==> src/rtl/led_drv_pkg.sv <==
// Shared constants and helpers for the daisy-chained LED shift driver.
package led_drv_pkg;

    localparam int DEF_DATA_W = 16;
    localparam int DEF_DIV    = 2;

    // Cycles from the accept edge until the driver is ready again.
    localparam int FRAME_CYC = 2 * DEF_DIV * DEF_DATA_W + DEF_DIV;

    typedef logic [1:0] state_t;

    localparam state_t ST_IDLE     = 2'd0;
    localparam state_t ST_SHIFT_LO = 2'd1;
    localparam state_t ST_SHIFT_HI = 2'd2;
    localparam state_t ST_LATCH    = 2'd3;

    // Ceiling log2, used to size counters at elaboration time.
    function automatic int clog2(input int n);
        int r;
        int v;
        r = 0;
        v = n - 1;
        while (v > 0) begin
            r = r + 1;
            v = v >> 1;
        end
        return r;
    endfunction

endpackage

==> src/rtl/led_shift_driver_if.sv <==
// Frame request handshake between the output-port register and the LED driver.
interface led_shift_driver_if #(
    parameter int DATA_W = 16
) ();
    logic [DATA_W-1:0] i_data;
    logic              i_valid;
    logic              o_ready;

    modport master (output i_data, output i_valid, input o_ready);
    modport slave  (input i_data, input i_valid, output o_ready);
endinterface

==> src/rtl/led_phase_timer.sv <==
// DIV-cycle phase timer: o_done is high in the last cycle of a phase.
module led_phase_timer
    import led_drv_pkg::*;
#(
    parameter int DIV = DEF_DIV
) (
    input  logic i_clk,
    input  logic i_rst,
    input  logic i_start,
    output logic o_done
);
    localparam int CNT_W = (clog2(DIV) < 1) ? 1 : clog2(DIV);

    logic [CNT_W-1:0] cnt;

    // Reload on every phase start, then count down and park at zero.
    always_ff @(posedge i_clk) begin
        if (i_rst) begin
            cnt <= '0;
        end else if (i_start) begin
            cnt <= CNT_W'(DIV - 1);
        end else if (cnt != '0) begin
            cnt <= cnt - 1'b1;
        end
    end

    assign o_done = (cnt == '0);

endmodule

==> src/rtl/led_shift_driver.sv <==
// Serial driver for a chain of 74HC595-style LED shift registers.
//
// state    | meaning
// IDLE     | ready for a new frame, or re-sends the stored one on refresh
// SHIFT_LO | serial clock low, current bit presented on o_data
// SHIFT_HI | serial clock high, receivers sample o_data
// LATCH    | latch pulse transfers the shifted frame to the LED outputs
module led_shift_driver
    import led_drv_pkg::*;
#(
    parameter int DATA_W        = DEF_DATA_W,
    parameter int DIV           = DEF_DIV,
    parameter bit MSB_FIRST     = 1'b1,
    parameter bit LATCH_ACT_LOW = 1'b1
) (
    input  logic              i_clk,
    input  logic              i_rst,
    led_shift_driver_if.slave bus,
    input  logic              i_refresh_en,
    output logic              o_sclk,
    output logic              o_data,
    output logic              o_latch,
    output logic              o_busy
);
    localparam int IDX_W = clog2(DATA_W);
    localparam logic LATCH_ON  = ~LATCH_ACT_LOW;
    localparam logic LATCH_OFF = LATCH_ACT_LOW;
    localparam logic [IDX_W-1:0] IDX_LAST = IDX_W'(DATA_W - 1);

    state_t            state;
    state_t            state_nx;
    logic [DATA_W-1:0] frame;
    logic [IDX_W-1:0]  idx;
    logic [IDX_W-1:0]  idx_nx;
    logic              accept;
    logic              phase_start;
    logic              phase_done;

    // Bit index counts transmission order; map it onto the frame per shift direction.
    function automatic logic pick_bit(input logic [DATA_W-1:0] f, input logic [IDX_W-1:0] i);
        if (MSB_FIRST) begin
            return f[IDX_LAST - i];
        end
        return f[i];
    endfunction

    assign accept      = bus.i_valid && (state == ST_IDLE);
    assign bus.o_ready = (state == ST_IDLE);
    assign o_busy      = (state != ST_IDLE);
    assign idx_nx      = idx + 1'b1;

    led_phase_timer #(
        .DIV(DIV)
    ) u_timer (
        .i_clk  (i_clk),
        .i_rst  (i_rst),
        .i_start(phase_start),
        .o_done (phase_done)
    );

    // Next state and phase-timer restart; every timed phase is entered with a fresh start.
    always_comb begin
        state_nx    = state;
        phase_start = 1'b0;
        case (state)
            ST_IDLE: begin
                if (accept || i_refresh_en) begin
                    state_nx    = ST_SHIFT_LO;
                    phase_start = 1'b1;
                end
            end
            ST_SHIFT_LO: begin
                if (phase_done) begin
                    state_nx    = ST_SHIFT_HI;
                    phase_start = 1'b1;
                end
            end
            ST_SHIFT_HI: begin
                if (phase_done) begin
                    state_nx    = (idx == IDX_LAST) ? ST_LATCH : ST_SHIFT_LO;
                    phase_start = 1'b1;
                end
            end
            ST_LATCH: begin
                if (phase_done) begin
                    state_nx = ST_IDLE;
                end
            end
            default: state_nx = ST_IDLE;
        endcase
    end

    // State, frame store, bit index and registered pin outputs.
    always_ff @(posedge i_clk) begin
        if (i_rst) begin
            state   <= ST_IDLE;
            frame   <= '0;
            idx     <= '0;
            o_sclk  <= 1'b0;
            o_data  <= 1'b0;
            o_latch <= LATCH_OFF;
        end else begin
            state <= state_nx;
            case (state)
                ST_IDLE: begin
                    if (accept) begin
                        frame  <= bus.i_data;
                        idx    <= '0;
                        o_data <= pick_bit(bus.i_data, '0);
                    end else if (i_refresh_en) begin
                        idx    <= '0;
                        o_data <= pick_bit(frame, '0);
                    end
                end
                ST_SHIFT_LO: begin
                    if (phase_done) begin
                        o_sclk <= 1'b1;
                    end
                end
                ST_SHIFT_HI: begin
                    if (phase_done) begin
                        o_sclk <= 1'b0;
                        if (idx == IDX_LAST) begin
                            o_latch <= LATCH_ON;
                        end else begin
                            idx    <= idx_nx;
                            o_data <= pick_bit(frame, idx_nx);
                        end
                    end
                end
                ST_LATCH: begin
                    if (phase_done) begin
                        o_latch <= LATCH_OFF;
                    end
                end
                default: ;
            endcase
        end
    end

endmodule

==> src/flat_wrapper.sv <==
// flat-port wrapper written by rule: the top's interface ports become plain ports
module led_shift_driver_flat import led_drv_pkg::*;
#(
    parameter int DATA_W        = DEF_DATA_W,
    parameter int DIV           = DEF_DIV,
    parameter bit MSB_FIRST     = 1'b1,
    parameter bit LATCH_ACT_LOW = 1'b1
)
  (i_clk, i_rst, i_refresh_en, o_sclk, o_data, o_latch, o_busy, bus_i_data, bus_i_valid, bus_o_ready);
  led_shift_driver_if #(.DATA_W(DATA_W)) bus_i ();
  input  logic i_clk;
  input  logic i_rst;
  input  logic i_refresh_en;
  output logic o_sclk;
  output logic o_data;
  output logic o_latch;
  output logic o_busy;
  input wire logic [$bits(bus_i.i_data)-1:0] bus_i_data;
  input wire logic [$bits(bus_i.i_valid)-1:0] bus_i_valid;
  output wire logic [$bits(bus_i.o_ready)-1:0] bus_o_ready;
  assign bus_i.i_data = bus_i_data;
  assign bus_i.i_valid = bus_i_valid;
  assign bus_o_ready = bus_i.o_ready;
  led_shift_driver #(.DATA_W(DATA_W), .DIV(DIV), .MSB_FIRST(MSB_FIRST), .LATCH_ACT_LOW(LATCH_ACT_LOW)) u_core (.i_clk(i_clk), .i_rst(i_rst), .bus(bus_i), .i_refresh_en(i_refresh_en), .o_sclk(o_sclk), .o_data(o_data), .o_latch(o_latch), .o_busy(o_busy));
endmodule
==> config.mk <==
export PLATFORM = sky130hd
export DESIGN_NAME = led_shift_driver_flat
export DESIGN_NICKNAME = d
export VERILOG_FILES = /design/src/rtl/led_drv_pkg.sv /design/src/rtl/led_shift_driver_if.sv /design/src/rtl/led_phase_timer.sv /design/src/rtl/led_shift_driver.sv /design/src/flat_wrapper.sv
export SDC_FILE = /design/constraint.sdc
export NUM_CORES = 1
export LEC_CHECK = 0
export ABC_CLOCK_PERIOD_IN_PS = 2100
export BUFFER_PORTS_ARGS = -buffer_cell sky130_fd_sc_hd__buf_2
export CAP_MARGIN = 20
export CORE_MARGIN = 2
export CORE_UTILIZATION = 53
export DETAILED_ROUTE_END_ITERATION = 10
export PLACE_DENSITY_LB_ADDON = 0.3
export SKIP_LAST_GASP = 1
export SLEW_MARGIN = 20
export SYNTH_ARGS = -nofsm -noshare
export SYNTH_HDL_FRONTEND = slang
export SYNTH_SLANG_ARGS = --single-unit
==> constraint.sdc <==
create_clock -name i_clk -period 2.1 [get_ports i_clk]
set_input_delay 0.105 -clock i_clk [delete_from_list [all_inputs] [get_ports i_clk]]
set_output_delay 0.105 -clock i_clk [all_outputs]
set_load 0.05 [all_outputs]
# == Word level (Yosys, flattened, before mapping) ==
# Index checks and enable logic that the tools add are counted.
# word_totals
output_inout_bits,5
input_bits,20
register_bits,26
# op_classes
n_reduce_logical,13
order_cmp,2
eq_ne,11
muxes,45
n_addsub,3
# op_table
op,n
$mux W1,28
$mux W4,4
$reduce_and A4 Y1,3
$lt A4 B5 Y1 const B,2
$mux W2,5
$bmux W1 S4,2
$ne A2 B2 Y1 const B,4
$pmux W1 S2,4
$pmux W2 S4,1
$pmux W4 S2,1
$reduce_bool A2 Y1,4
$add A4 B1 Y4 const B,1
$eq A2 B2 Y1 const B,2
$eq A4 B4 Y1 const B,1
$ne A2 B1 Y1 const B,2
$sub A4 B4 Y4 const A,1
$ne A3 B2 Y1 const B,1
$reduce_and A3 Y1,1
$eq A2 B1 Y1 const B,1
$logic_not A2 Y1,1
$reduce_and A2 Y1,1
$reduce_or A2 Y1,1
$logic_and A1 B1 Y1,1
$logic_or A1 B1 Y1,1
$sub A1 B1 Y1 const B,1

# == Logic depth before layout (Yosys ltp) ==
# logic_depth
word_depth,9
ltp_mapped,7
depth_no_buf,6

# == Modules after synthesis ==
# Synthesis repeated with hierarchy kept, for this count alone.
# unflattened
cells_unflattened,150
area_unflattened_um2,1303.8
# modules_own_cells
module,instances,area_each_um2,seq_area_each_um2,cells_each
led_shift_driver,1,1266.2,500.5,147
led_phase_timer,1,37.5,20.0,3

# == Worst setup path after synthesis ==
# No wires, ideal clock.
# synth_timing
path_type,flip-flop to flip-flop
start,reg u_core.state[0]
end,reg u_core.o_data
n_path_buf,0
path_stages_with_launch,7
setup_ns,0.069
required_time_ns,2.031
arrival_time_ns,1.934
slack_ns,0.098
path_cell_list,dfxtp_1 -> inv_1 -> ha_1 -> inv_1 -> nor4_1 -> a211oi_2 -> o21ai_1
# synth_between
elab_chain_len,4
# synth_rtl
item,line_no,rtl
from (decl),led_shift_driver.sv:30,state_t state;
from (signal assigned),led_shift_driver.sv:103,state <= state_nx;
$logic_not A2 Y1 *,-,
net bus_o_ready,flat_wrapper.sv:20,output wire logic [$bits(bus_i.o_ready)-1:0] bus_o_ready;
$logic_and A1 B1 Y1,led_shift_driver.sv:47,assign accept = bus.i_valid && (state == ST_IDLE);
$ne A3 B2 Y1 (no line) or $mux W1 (tied branches),-,
$reduce_and A4 Y1 (no line) or $pmux W1 S2 (tied branches),-,
to (signal assigned),led_shift_driver.sv:109,"o_data <= pick_bit(bus.i_data, '0);"
to (signal assigned),led_shift_driver.sv:112,"o_data <= pick_bit(frame, '0);"
to (signal assigned),led_shift_driver.sv:127,"o_data <= pick_bit(frame, idx_nx);"
to (decl),led_shift_driver.sv:21,"output logic o_data,"
# Mark *: on every way through the listed nets, which the timed path passes. The rest lies on a longest branch.
# A chain may end at the register's enable or synchronous reset.

# == Worst setup path after layout ==
# layout_timing
start,reg u_core.state[0]
end,reg u_core.state[0]
# layout_between
elab_chain_len,5
# layout_rtl
item,line_no,rtl
$logic_not A2 Y1,"led_shift_driver.sv:47, led_shift_driver.sv:65",
$logic_and A1 B1 Y1,led_shift_driver.sv:47,
$logic_or A1 B1 Y1,led_shift_driver.sv:67,if (accept || i_refresh_en) begin
$ne A2 B1 Y1 (no line),-,
$reduce_and A4 Y1 (no line),-,
# Parallel ways exist; a longest one is shown, timed or not.

==> results by group <==
Status
  • Status: complete, no violations

Critical path
  • RR Startpoint: u_core.state[0]
  • Cells along the critical path: inv_1 > ha_1 > or3b_4 > nand3_1 > mux2_2 > nor2_1
  • Crit path DAT: 2.07 ns
  • WP data required: 2.37 ns
  • Max incr delay on CP: 0.44 ns
  • Crit end category: flip-flop
  • Critical path class: flip-flop to flip-flop
  • Critical Path Start Type: flip-flop
  • Setup slack, reg-to-reg: between 0.3 and 0.4 ns
  • R2r endpoint: u_core.state[0]
  • Crit path max fanout: 8
  • Cell depth of the worst flop-to-flop path: 6
  • Slowest cell on the critical path: or3b_4

Synthesis
  • Area contributors post-synth: dfxtp_1 (40%), nand2_1 (10%), a21oi_1 (8.8%)
  • Primary FF master, synth: dfxtp_1
  • Syn Area/Cell: slightly below 9 sq um
  • Area leader, netlist: dfxtp_1
  • Mapped Area: 0.00130 sq mm
  • Synth Instances: 150
  • Sequential area share after synthesis: 40.0%
  • Synth cell count leaders: nand2_1 (35), dfxtp_1 (26), a21oi_1 (23)
  • Syn nets: 175
  • Yosys top cell area share: 40.0%
  • Ys async rst share: 0%
  • Most frequent cell after synthesis: nand2_1
  • Post-synth EDFFs: 0
  • Post-synthesis register bit count: 26
  • Ys Warns: 0
  • Unique masters post-synth: 32

Worst hold path
  • Hold path endpoint: u_core.frame[2]
  • Hold Path Depth: 3
  • Hold WC Path Type: input port to flip-flop
  • Hold path start: bus_i_data[2]

Timing
  • Period Utilization, post-route: ~86%
  • Fin crit period: 1.80 ns
  • Worst Max-Slew Pin Slew: 0.559 ns
  • RSZ-0062 raised after global routing: false
  • Setup TNS: 0 ns
  • Endpoints failing hold: 0
  • Final setup fails: 0
  • Clk_skew: 0.00563 ns
  • Fmax: 0.556 GHz
  • Worst relative slew slack: 62.8%
  • Max-slew violations: 0

GRT
  • Vias in the first global route: 1043
  • Largest net degree at the start of global routing: 30
  • Initial antenna violation count: 0
  • Grt ovf: 0
  • First-pass GRT wire length: 4740 um
  • GR Util All Layers: 23.2%

Placement
  • PortBufs: 24
  • Post-DP HPWL: between 1500 and 2000 um
  • Placer Congestion: 0.866

Drt
  • Initial DRC count: 46
  • 1st-pass router iterations: 4
  • Overall routed net length: 2820 um
  • Routed wire per std cell: approximately 13 um
  • Routed via count: 1170
  • Vias/cell: 5.52
  • # DRC: 0
  • DRT antenna net count: 0

Power and ir drop
  • Sw Ratio: 39.7%
  • Worst ir drop on vdd: 683 uV
  • Gate power share: between 40% and 50%
  • Psw: 0.684 mW
  • Static Leak: 0.668 nW
  • Clock share of power: 20.0%
  • Total power: 1.72 mW
  • Cell Int Power: 1.04 mW
  • Seq pwr share: 38.2%
  • Power per cell area: roughly 1100 mW/mm^2

Final layout
  • Share of cells above drive strength 1: approximately a fifth
  • Fill cells: 181
  • ANT cells: 0
  • Layout Nets: 210
  • Register Area: between 500 and 600 sq um
  • Area occupied by multi-input gates: 723 sq um
  • Area delta synth->final: 23.6%

Clocking
  • Root buf cell: clkbuf_4
  • Clk buf depth: 2
  • Post-CTS sizing: 0
  • Inserted Clock Buffers: 3
  • Clk sinks: 26
  • Clock Pin Slew Worst Setup and Hold Paths: 0.14 ns
  • Number of H-tree levels: 1
  • Clock Latency Late Sink: roughly 0.32 ns
  • CTS tree: yes

Run
  • Max-Cap Viols: 0

Floorplanning
  • I/O pin count: 25
  • # rows: 17
  • Die span in x: 53.6 um
  • Die Span Y: between 50 and 60 um
  • Die area: 0.00287 sq mm
  • Core area: ~0.0023 sq mm
  • Starting Density: a little under three fifths
## layout by cell type, fill, tap and decap left out, types with 2 or more instances in the layout
cell type      count
ha_1               5
nand2_1           35
mux4_1             4
nand3_1            6
nand3b_1           2
dfxtp_1           26
buf_2             24
o21ai_0            7
a21oi_1           23
nor3_1             3
mux2_2             2
clkbuf_4           3
inv_1              5
nand2b_1           2
mux2i_1            4
nor2_1             2
a211oi_1           2
dlygate4sd3_1     13
## worst max-delay path by stage
stage	from	slack (ns)	to	cells after the start
6_report	u_core.state[0]	0.30	u_core.state[0]	6
5_1_grt	u_core.state[0]	0.17	u_core.state[0]	6
4_1_cts	u_core.idx[0]	0.27	u_core.o_data	5
3_5_place_dp	u_core.idx[0]	0.27	u_core.o_data	5
3_3_place_gp	u_core.idx[0]	0.32	u_core.o_data	5
2_1_floorplan	u_core.state[0]	0.1	u_core.o_data	6
## cell type report
cell class | instances | share of cell area [%]
clock buffers | 3 | 1.40
well taps | 28 | 2.18
multi-input cells | 111 | 45.0
inverters | 5 | 1.17
clock inverters | 1 | 1.87
flip-flops and latches | 26 | 32.4
repair buffers | 38 | 16.0
## critical path, delay by kind of cell (launching register included)
kind                     cells  cell delay [ns]
flip-flops                   1             0.35
AND/OR/NAND/NOR              3             0.64
buffers and inverters        1             0.11
adder cells (fa/ha/maj)      1             0.29
multiplexers                 1             0.35
## power groups by stage
stage	Combinational [mW]	Sequential, mW	Clock, mW
final	0.721	0.659	0.345
after floorplan	0.521	0.694	0
after global routing	0.794	0.672	0.377
after global placement	0.676	0.663	0
after CTS	0.709	0.658	0.349
after detailed placement	0.693	0.668	0
## flip-flops by register name (all words and copies together) (netlist names)
register and count:
u_core.o_sclk 1, u_core.o_data 1, u_core.idx 4, u_core.o_latch 1, u_core.frame 16, u_core.state 2, u_core.u_timer.cnt 1
## kinds of logic after synthesis
group                    Yosys count  share of synthesized area, %
flip-flops                        26                          40.0
adder cells (fa/ha/maj)            5                          4.81
multiplexers                      10                          12.9
buffers and inverters             13                          4.42
AND/OR/NAND/NOR                   57                          20.4
XOR/XNOR                           2                          1.92
AO/OA/AOI/OAI                     37                          15.6
## per-stage QoR
| step | utilization [%] | instance area (sq um) | hold WS [ns] | std cells | worst slack (ns) |
|---|---|---|---|---|---|
| 3_3_place_gp | 62.6 | 1430 | 0.345 | 195 | 0.323 |
| 6_report | 70.6 | 1610 | 0.0134 | 212 | 0.300 |
| 5_1_grt | 70.6 | 1610 | 0.00596 | 212 | 0.167 |
| 3_5_place_dp | 62.6 | 1430 | 0.350 | 195 | 0.267 |
| 2_1_floorplan | - | 1300 | 0.241 | 150 | 0.0975 |
| 4_1_cts | 69.3 | 1580 | 0.000961 | 209 | 0.267 |
## layer usage
layer / track usage, % / vias to the layer above / share of wire (%)
met3: 6.11 / 2 / 3.5
met1: 30.6 / 550 / 46
li1: - / 592 / -
met5: 0 / - / 0
met4: 7.69 / 0 / 0.60
met2: 36.8 / 26 / 49
## repair_timing
action	CTS	global route
buffers inserted	0	0
hold buffers	10	3
hold endpoints to repair	10	3
endpoints found under the setup margin	0	0
Note: power is estimated with default switching activity, not from simulation.
